## src/rtl/raycast_pkg.sv

```systemverilog
// raycast_pkg: shared types and screen constants for the raycasting pipeline.
package raycast_pkg;
    typedef enum logic [2:0] {IDLE, LATCH, ISSUE, DRAIN, WAIT_SWAP} seq_state_t;
    localparam int NUM_COLS_DEFAULT = 320;
    localparam int COL_W = 9;
    localparam int SCREEN_HEIGHT = 240;
endpackage

```

## src/rtl/col_issue_counter.sv

```systemverilog
// col_issue_counter: valid/ready column index generator, 0..NUM_COLS-1 with tlast.
module col_issue_counter #(
    parameter int NUM_COLS = 320,
    parameter int HC_WIDTH = 9
) (
    input  logic                clk,
    input  logic                rst,
    input  logic                start_i,
    input  logic                tready_i,
    output logic                tvalid_o,
    output logic [HC_WIDTH-1:0] hcount_o,
    output logic                tlast_o,
    output logic                done_o
);
    logic                valid_q, valid_d, last_q, last_d, hs;
    logic [HC_WIDTH-1:0] cnt_q, cnt_d;
    assign hs = valid_q & tready_i;
    // tlast is precomputed one index early so it stays a plain register output
    always_comb begin
        valid_d = valid_q;
        cnt_d   = cnt_q;
        last_d  = last_q;
        if (start_i) begin
            valid_d = 1'b1;
            cnt_d   = '0;
            last_d  = (NUM_COLS == 1);
        end else if (hs) begin
            valid_d = !last_q;
            cnt_d   = last_q ? '0 : cnt_q + 1'b1;
            last_d  = !last_q && (cnt_q == HC_WIDTH'(NUM_COLS - 2));
        end
    end
    always_ff @(posedge clk) begin
        if (rst) begin
            valid_q <= 1'b0;
            cnt_q   <= '0;
            last_q  <= 1'b0;
        end else begin
            valid_q <= valid_d;
            cnt_q   <= cnt_d;
            last_q  <= last_d;
        end
    end
    assign tvalid_o = valid_q;
    assign hcount_o = cnt_q;
    assign tlast_o  = last_q;
    assign done_o   = hs & last_q;
endmodule

```

## src/rtl/ray_frame_sequencer.sv

```systemverilog
// ray_frame_sequencer: per-frame pose latch, column issue, drain and swap scheduler.
// Optional DRAIN watchdog enabled by defining RAYSEQ_WATCHDOG_EN.
module ray_frame_sequencer
    import raycast_pkg::*;
#(
    parameter int NUM_COLS        = NUM_COLS_DEFAULT,
    parameter int HC_WIDTH        = COL_W,
    parameter int DROP_WIDTH      = 8,
    parameter int WATCHDOG_CYCLES = 1048576
) (
    input  logic                  pixel_clk_in,
    input  logic                  rst_in,
    input  logic                  new_frame_in,
    input  logic                  video_last_pixel_in,
    input  logic                  render_done_in,
    input  logic                  col_tready_in,
    output logic                  col_tvalid_out,
    output logic [HC_WIDTH-1:0]   col_hcount_out,
    output logic                  col_tlast_out,
    output logic                  pose_latch_out,
    output logic                  swap_out,
    output logic                  busy_out,
    output logic [DROP_WIDTH-1:0] drop_count_out,
    output logic                  timeout_out
);
    seq_state_t            state_q, state_d;
    logic                  pose_q, swap_q, swap_d, busy_q, nf_drop, col_done, wd_expire;
    logic [DROP_WIDTH-1:0] drop_q, drop_d;

    col_issue_counter #(.NUM_COLS(NUM_COLS), .HC_WIDTH(HC_WIDTH)) u_cols (
        .clk      (pixel_clk_in),
        .rst      (rst_in),
        .start_i  (state_q == LATCH),
        .tready_i (col_tready_in),
        .tvalid_o (col_tvalid_out),
        .hcount_o (col_hcount_out),
        .tlast_o  (col_tlast_out),
        .done_o   (col_done)
    );

    always_comb begin
        state_d = state_q;
        swap_d  = 1'b0;
        nf_drop = new_frame_in;
        case (state_q)
            IDLE: begin
                nf_drop = 1'b0;
                if (new_frame_in) state_d = LATCH;
            end
            LATCH:   state_d = ISSUE;
            ISSUE:   if (col_done) state_d = DRAIN;
            DRAIN:   state_d = render_done_in ? WAIT_SWAP : (wd_expire ? IDLE : DRAIN);
            // a new frame landing on the swap cycle is accepted, not dropped
            WAIT_SWAP: if (video_last_pixel_in) begin
                swap_d  = 1'b1;
                nf_drop = 1'b0;
                state_d = new_frame_in ? LATCH : IDLE;
            end
            default: state_d = IDLE;
        endcase
        drop_d = (nf_drop && drop_q != '1) ? drop_q + 1'b1 : drop_q;
    end

    always_ff @(posedge pixel_clk_in) begin
        if (rst_in) begin
            state_q <= IDLE;
            pose_q  <= 1'b0;
            swap_q  <= 1'b0;
            busy_q  <= 1'b0;
            drop_q  <= '0;
        end else begin
            state_q <= state_d;
            pose_q  <= state_d == LATCH;
            swap_q  <= swap_d;
            busy_q  <= state_d != IDLE;
            drop_q  <= drop_d;
        end
    end

`ifdef RAYSEQ_WATCHDOG_EN
    localparam int WD_W = $clog2(WATCHDOG_CYCLES + 1);
    logic [WD_W-1:0] wd_q;
    logic            timeout_q;
    assign wd_expire = wd_q == WD_W'(WATCHDOG_CYCLES - 1);
    always_ff @(posedge pixel_clk_in) begin
        if (rst_in) begin
            wd_q      <= '0;
            timeout_q <= 1'b0;
        end else begin
            wd_q      <= (state_q == DRAIN) ? wd_q + 1'b1 : '0;
            timeout_q <= timeout_q | (state_q == DRAIN && !render_done_in && wd_expire);
        end
    end
    assign timeout_out = timeout_q;
`else
    assign wd_expire   = 1'b0;
    assign timeout_out = 1'b0;
`endif

    assign pose_latch_out = pose_q;
    assign swap_out       = swap_q;
    assign busy_out       = busy_q;
    assign drop_count_out = drop_q;
endmodule
```

## config.mk

```make
export PLATFORM = sky130hd
export DESIGN_NAME = ray_frame_sequencer
export DESIGN_NICKNAME = d
export VERILOG_FILES = /design/src/rtl/raycast_pkg.sv /design/src/rtl/col_issue_counter.sv /design/src/rtl/ray_frame_sequencer.sv
export SDC_FILE = /design/constraint.sdc
export NUM_CORES = 1
export LEC_CHECK = 0
export CAP_MARGIN = 20
export CORE_MARGIN = 2
export CORE_UTILIZATION = 51
export DETAILED_ROUTE_END_ITERATION = 16
export GPL_ROUTABILITY_DRIVEN = 0
export PLACE_DENSITY_LB_ADDON = 0.3
export SETUP_SLACK_MARGIN = 0.3
export SYNTH_ARGS = -nofsm -noshare
export SYNTH_HDL_FRONTEND = slang
export SYNTH_SLANG_ARGS = --single-unit
```

## constraint.sdc

```tcl
create_clock -name pixel_clk_in -period 2.9 [get_ports pixel_clk_in]
set_input_delay 0.58 -clock pixel_clk_in [delete_from_list [all_inputs] [get_ports pixel_clk_in]]
set_output_delay 0.58 -clock pixel_clk_in [all_outputs]
set_load 0.1 [all_outputs]
```

==> impl_metrics.csv <==
group,metric,value,unit
worst_setup_path,worstSetupEndpointType,"register",
timing,worst_slack,1.04,ns
floorplanning,die_w,52.0,um
timing,final.period_utilization,0.640,
grt,grt_start_max_net_pins,18,
logic_synthesis,syn_inst,136,
floorplanning,die_area,2710,um^2
worst_hold_path,hold_end,"drop_count_out[1]$_SDFFE_PP0P_",
layout,diodes,0,
pwr,p_leak,0.558,nW
layout,layout-drive-gt1-share,0.188,
placed_design,placement.io_buffers,27,
layout,layoutNonFillerInstCount,193,
worst_hold_path,timing.hold.worst.class,"register to register",
clock_tree,cts_made_buffers,3,
worst_hold_path,hold_depth,2,
logic_synthesis,synth_seq_area_share,0.426,
timing,fmax_achieved,0.538,GHz
timing,finalSetupViolations,0,
grt,grt_use_total,0.184,
detailed_routing,violation_count_after_the_first_detailed_route_iteration,27,
detailed_routing,avgViaCountPerCell,5.45,
floorplanning,die_height,52.0,um
timing,totalNegativeSetupSlack,0,ns
logic_synthesis,synth.ff_latch_count,25,
pwr,power_report.internal_total,0.434,mW
grt,grt.overflow.total,0,
detailed_routing,wl_per_cell,11.6,um
floorplanning,core_area,2190,um^2
pwr,share_clk_of_total_power,0.242,
logic_synthesis,synth_enable_flop_cells,0,
logic_synthesis,yosysUniqueCellTypes,36,
clock_tree,root_cell_of_the_clock_tree,"sky130_fd_sc_hd__clkbuf_4",
logic_synthesis,yosysWarningCount,0,
timing,rsz0062_at_grt,"false",
layout,area_growth_syn_to_layout,21.9,%
grt,number_of_global_route_vias_before_repair,904,
logic_synthesis,synthDominantAreaCellType,"sky130_fd_sc_hd__dfxtp_1",
floorplanning,placement_rows,17,
worst_setup_path,crit_path_start_kind,"primary input",
detailed_routing,drt-total-wl,2250,um
clock_tree,postCtsSetupBuffers,0,
placed_design,place.detailed.instances,189,
timing,fin_crit,1.86,ns
pwr,vdd_ir_drop_max,353,uV
clock_tree,cts_max_level,1,
pwr,cellPowerDensity,427,nW/um^2
logic_synthesis,synth.cell_area,1180,um^2
layout,layout.nets,175,
logic_synthesis,async_flop_share,0,
timing,slew_viol_final,0,
clock_tree,clk_pin_slew_worst_paths,0.12,ns
logic_synthesis,avgSynthCellArea,8.65,um^2
placed_design,place_ws,0.733,ns
timing,finClkSkew,0.00667,ns
logic_synthesis,top_cells_by_area_in_the_synthesized_netlist,"sky130_fd_sc_hd__dfxtp_1 43%, sky130_fd_sc_hd__nor2_1 6.1%, sky130_fd_sc_hd__a21oi_1 4.3%, sky130_fd_sc_hd__nand2_1 3.8%, sky130_fd_sc_hd__a211oi_1 3.2%",
logic_synthesis,postSynth.topFlopCell,"sky130_fd_sc_hd__dfxtp_1",
clock_tree,ctsResizeCount,0,
worst_setup_path,worstRegToRegCells,4,
layout,layout.cells.most_common,"sky130_fd_sc_hd__dfxtp_1",
floorplanning,io-pin-count,29,
floorplanning,floorplan.initialDensity,0.537,
clock_tree,clockBufferDepth,2,
clock_tree,post_cts_hold_buffer_count,0,
timing,hold_violations,0,
grt,grt_pass1_wl,3730,um
detailed_routing,postRouteAntennaNets,0,
pwr,power.switching,0.179,mW
detailed_routing,drc_errors,0,
outcome,run_status,"completed",
worst_setup_path,critical_path_peak_fanout,5,
clock_tree,cts.sink_count,25,
worst_setup_path,r2r_start,"state_q[2]$_SDFF_PP0_",
clock_tree,tritoncts,"done",
worst_setup_path,worst_r2r_endpoint,"drop_count_out[4]$_SDFFE_PP0P_",
worst_hold_path,timing.hold.worst.start,"drop_count_out[1]$_SDFFE_PP0P_",
detailed_routing,vias,1052,
grt,grt_antenna_before_repair,0,
logic_synthesis,mappedNetlistNets,145,
logic_synthesis,share_of_yosys_cell_area_claimed_by_the_top_area_cell_type,0.426,
run,timing.max_cap.violations,0,
worst_setup_path,required_time_of_the_critical_path,3.14,ns
clock_tree,worst_skew_pair.late_latency,0.30,ns
pwr,switching_share,0.293,
detailed_routing,drtPass1Iterations,4,
pwr,sequential_group_share_of_total_power,0.589,
worst_setup_path,r2r_slack,1.37,ns
placed_design,place.detailed.hpwl,1730,um
worst_setup_path,worst_setup_path_type,"primary input to register",
layout,layout_common_cells,"25 x sky130_fd_sc_hd__dfxtp_1, 23 x sky130_fd_sc_hd__buf_4, 19 x sky130_fd_sc_hd__nor2_1, 12 x sky130_fd_sc_hd__nand2_1, 10 x sky130_fd_sc_hd__a21oi_1",
worst_setup_path,worstPathArrival,2.10,ns
pwr,share_comb_of_total_power,0.168,
pwr,post-layout-total-power,0.613,mW
cells in the mapped netlist, types with 3 or more instances:
master,count
sky130_fd_sc_hd__ha_1,3
sky130_fd_sc_hd__nand2_1,12
sky130_fd_sc_hd__dfxtp_1,25
sky130_fd_sc_hd__xor2_1,3
sky130_fd_sc_hd__a31oi_1,4
sky130_fd_sc_hd__nor2_1,19
sky130_fd_sc_hd__a211oi_1,5
sky130_fd_sc_hd__a21oi_1,10
sky130_fd_sc_hd__nand4_1,5
sky130_fd_sc_hd__nand3_1,6
sky130_fd_sc_hd__nor3_1,7
sky130_fd_sc_hd__nand2b_1,5
sky130_fd_sc_hd__xnor2_1,3
metrics by stage:
| step | instance area, um^2 | hold slack [ns] | utilization |
|---|---|---|---|
| global route | 1430 | 0.550 | 0.654 |
| floorplan | 1180 | 0.479 | - |
| CTS | 1430 | 0.530 | 0.654 |
| finish | 1430 | 0.520 | 0.654 |
| detailed placement | 1410 | 0.509 | 0.642 |
| global placement | 1410 | 0.503 | 0.642 |
cells by family after synthesis:
family          Yosys count  share of synthesized area
xor+xnor                  6                     0.0447
fa+ha+maj                 3                     0.0319
other cells               1                    0.00319
buf+inv                   4                     0.0255
compound gates           23                      0.124
flops                    25                      0.426
simple gates             72                      0.328
mux                       2                     0.0170
cell type report:
cell class / instances / area [um^2]
clock buffer: 4 / 26.3
timing repair buffer: 28 / 223
multi-input combinational: 107 / 646
tap: 28 / 35.0
fill: 190 / 757
inverter: 1 / 3.75
sequential: 25 / 500
power groups by stage:
stage	clock, mW	sequential, mW	combinational (mW)
after floorplan	0	0.410	0.0391
after global placement	0	0.368	0.102
after detailed placement	0	0.369	0.104
after CTS	0.155	0.361	0.104
after global routing	0.176	0.363	0.110
final	0.149	0.361	0.103
worst max path at each step:
| stage | end | cells past startpoint | start | slack [ns] |
|---|---|---|---|---|
| final | drop_count_out[4]$_SDFFE_PP0P_ | 5 | video_last_pixel_in | 1.04 |
| after global placement | drop_count_out[4]$_SDFFE_PP0P_ | 5 | video_last_pixel_in | 0.75 |
| after floorplan | drop_count_out[3]$_SDFFE_PP0P_ | 5 | drop_count_out[0]$_SDFFE_PP0P_ | 0.79 |
| after CTS | drop_count_out[4]$_SDFFE_PP0P_ | 5 | video_last_pixel_in | 1.05 |
| after detailed placement | drop_count_out[4]$_SDFFE_PP0P_ | 5 | video_last_pixel_in | 0.73 |
| after global routing | drop_count_out[4]$_SDFFE_PP0P_ | 5 | video_last_pixel_in | 0.97 |
registers in the layout, indices dropped and copies added, names as in the netlist:
signal / cells
swap_out: 1
state_q: 3
pose_latch_out: 1
u_cols.tlast_o: 1
busy_out: 1
drop_count_out: 8
u_cols.tvalid_o: 1
u_cols.hcount_o: 9
critical path, stage by stage:
cell and delay (ns):
sky130_fd_sc_hd__clkdlybuf4s50_1 0.42, sky130_fd_sc_hd__nand2b_2 0.22, sky130_fd_sc_hd__a21bo_1 0.24, sky130_fd_sc_hd__or4_1 0.50, sky130_fd_sc_hd__a21oi_1 0.14
metal layers:
metal	up-vias	GRT usage	part of all wire
met3	2	0.0402	0.048
met1	474	0.242	0.47
met5	-	0	0
met4	0	0.0789	0.0076
met2	27	0.289	0.47
li1	549	-	-
Note: power is estimated with default switching activity, not from simulation.
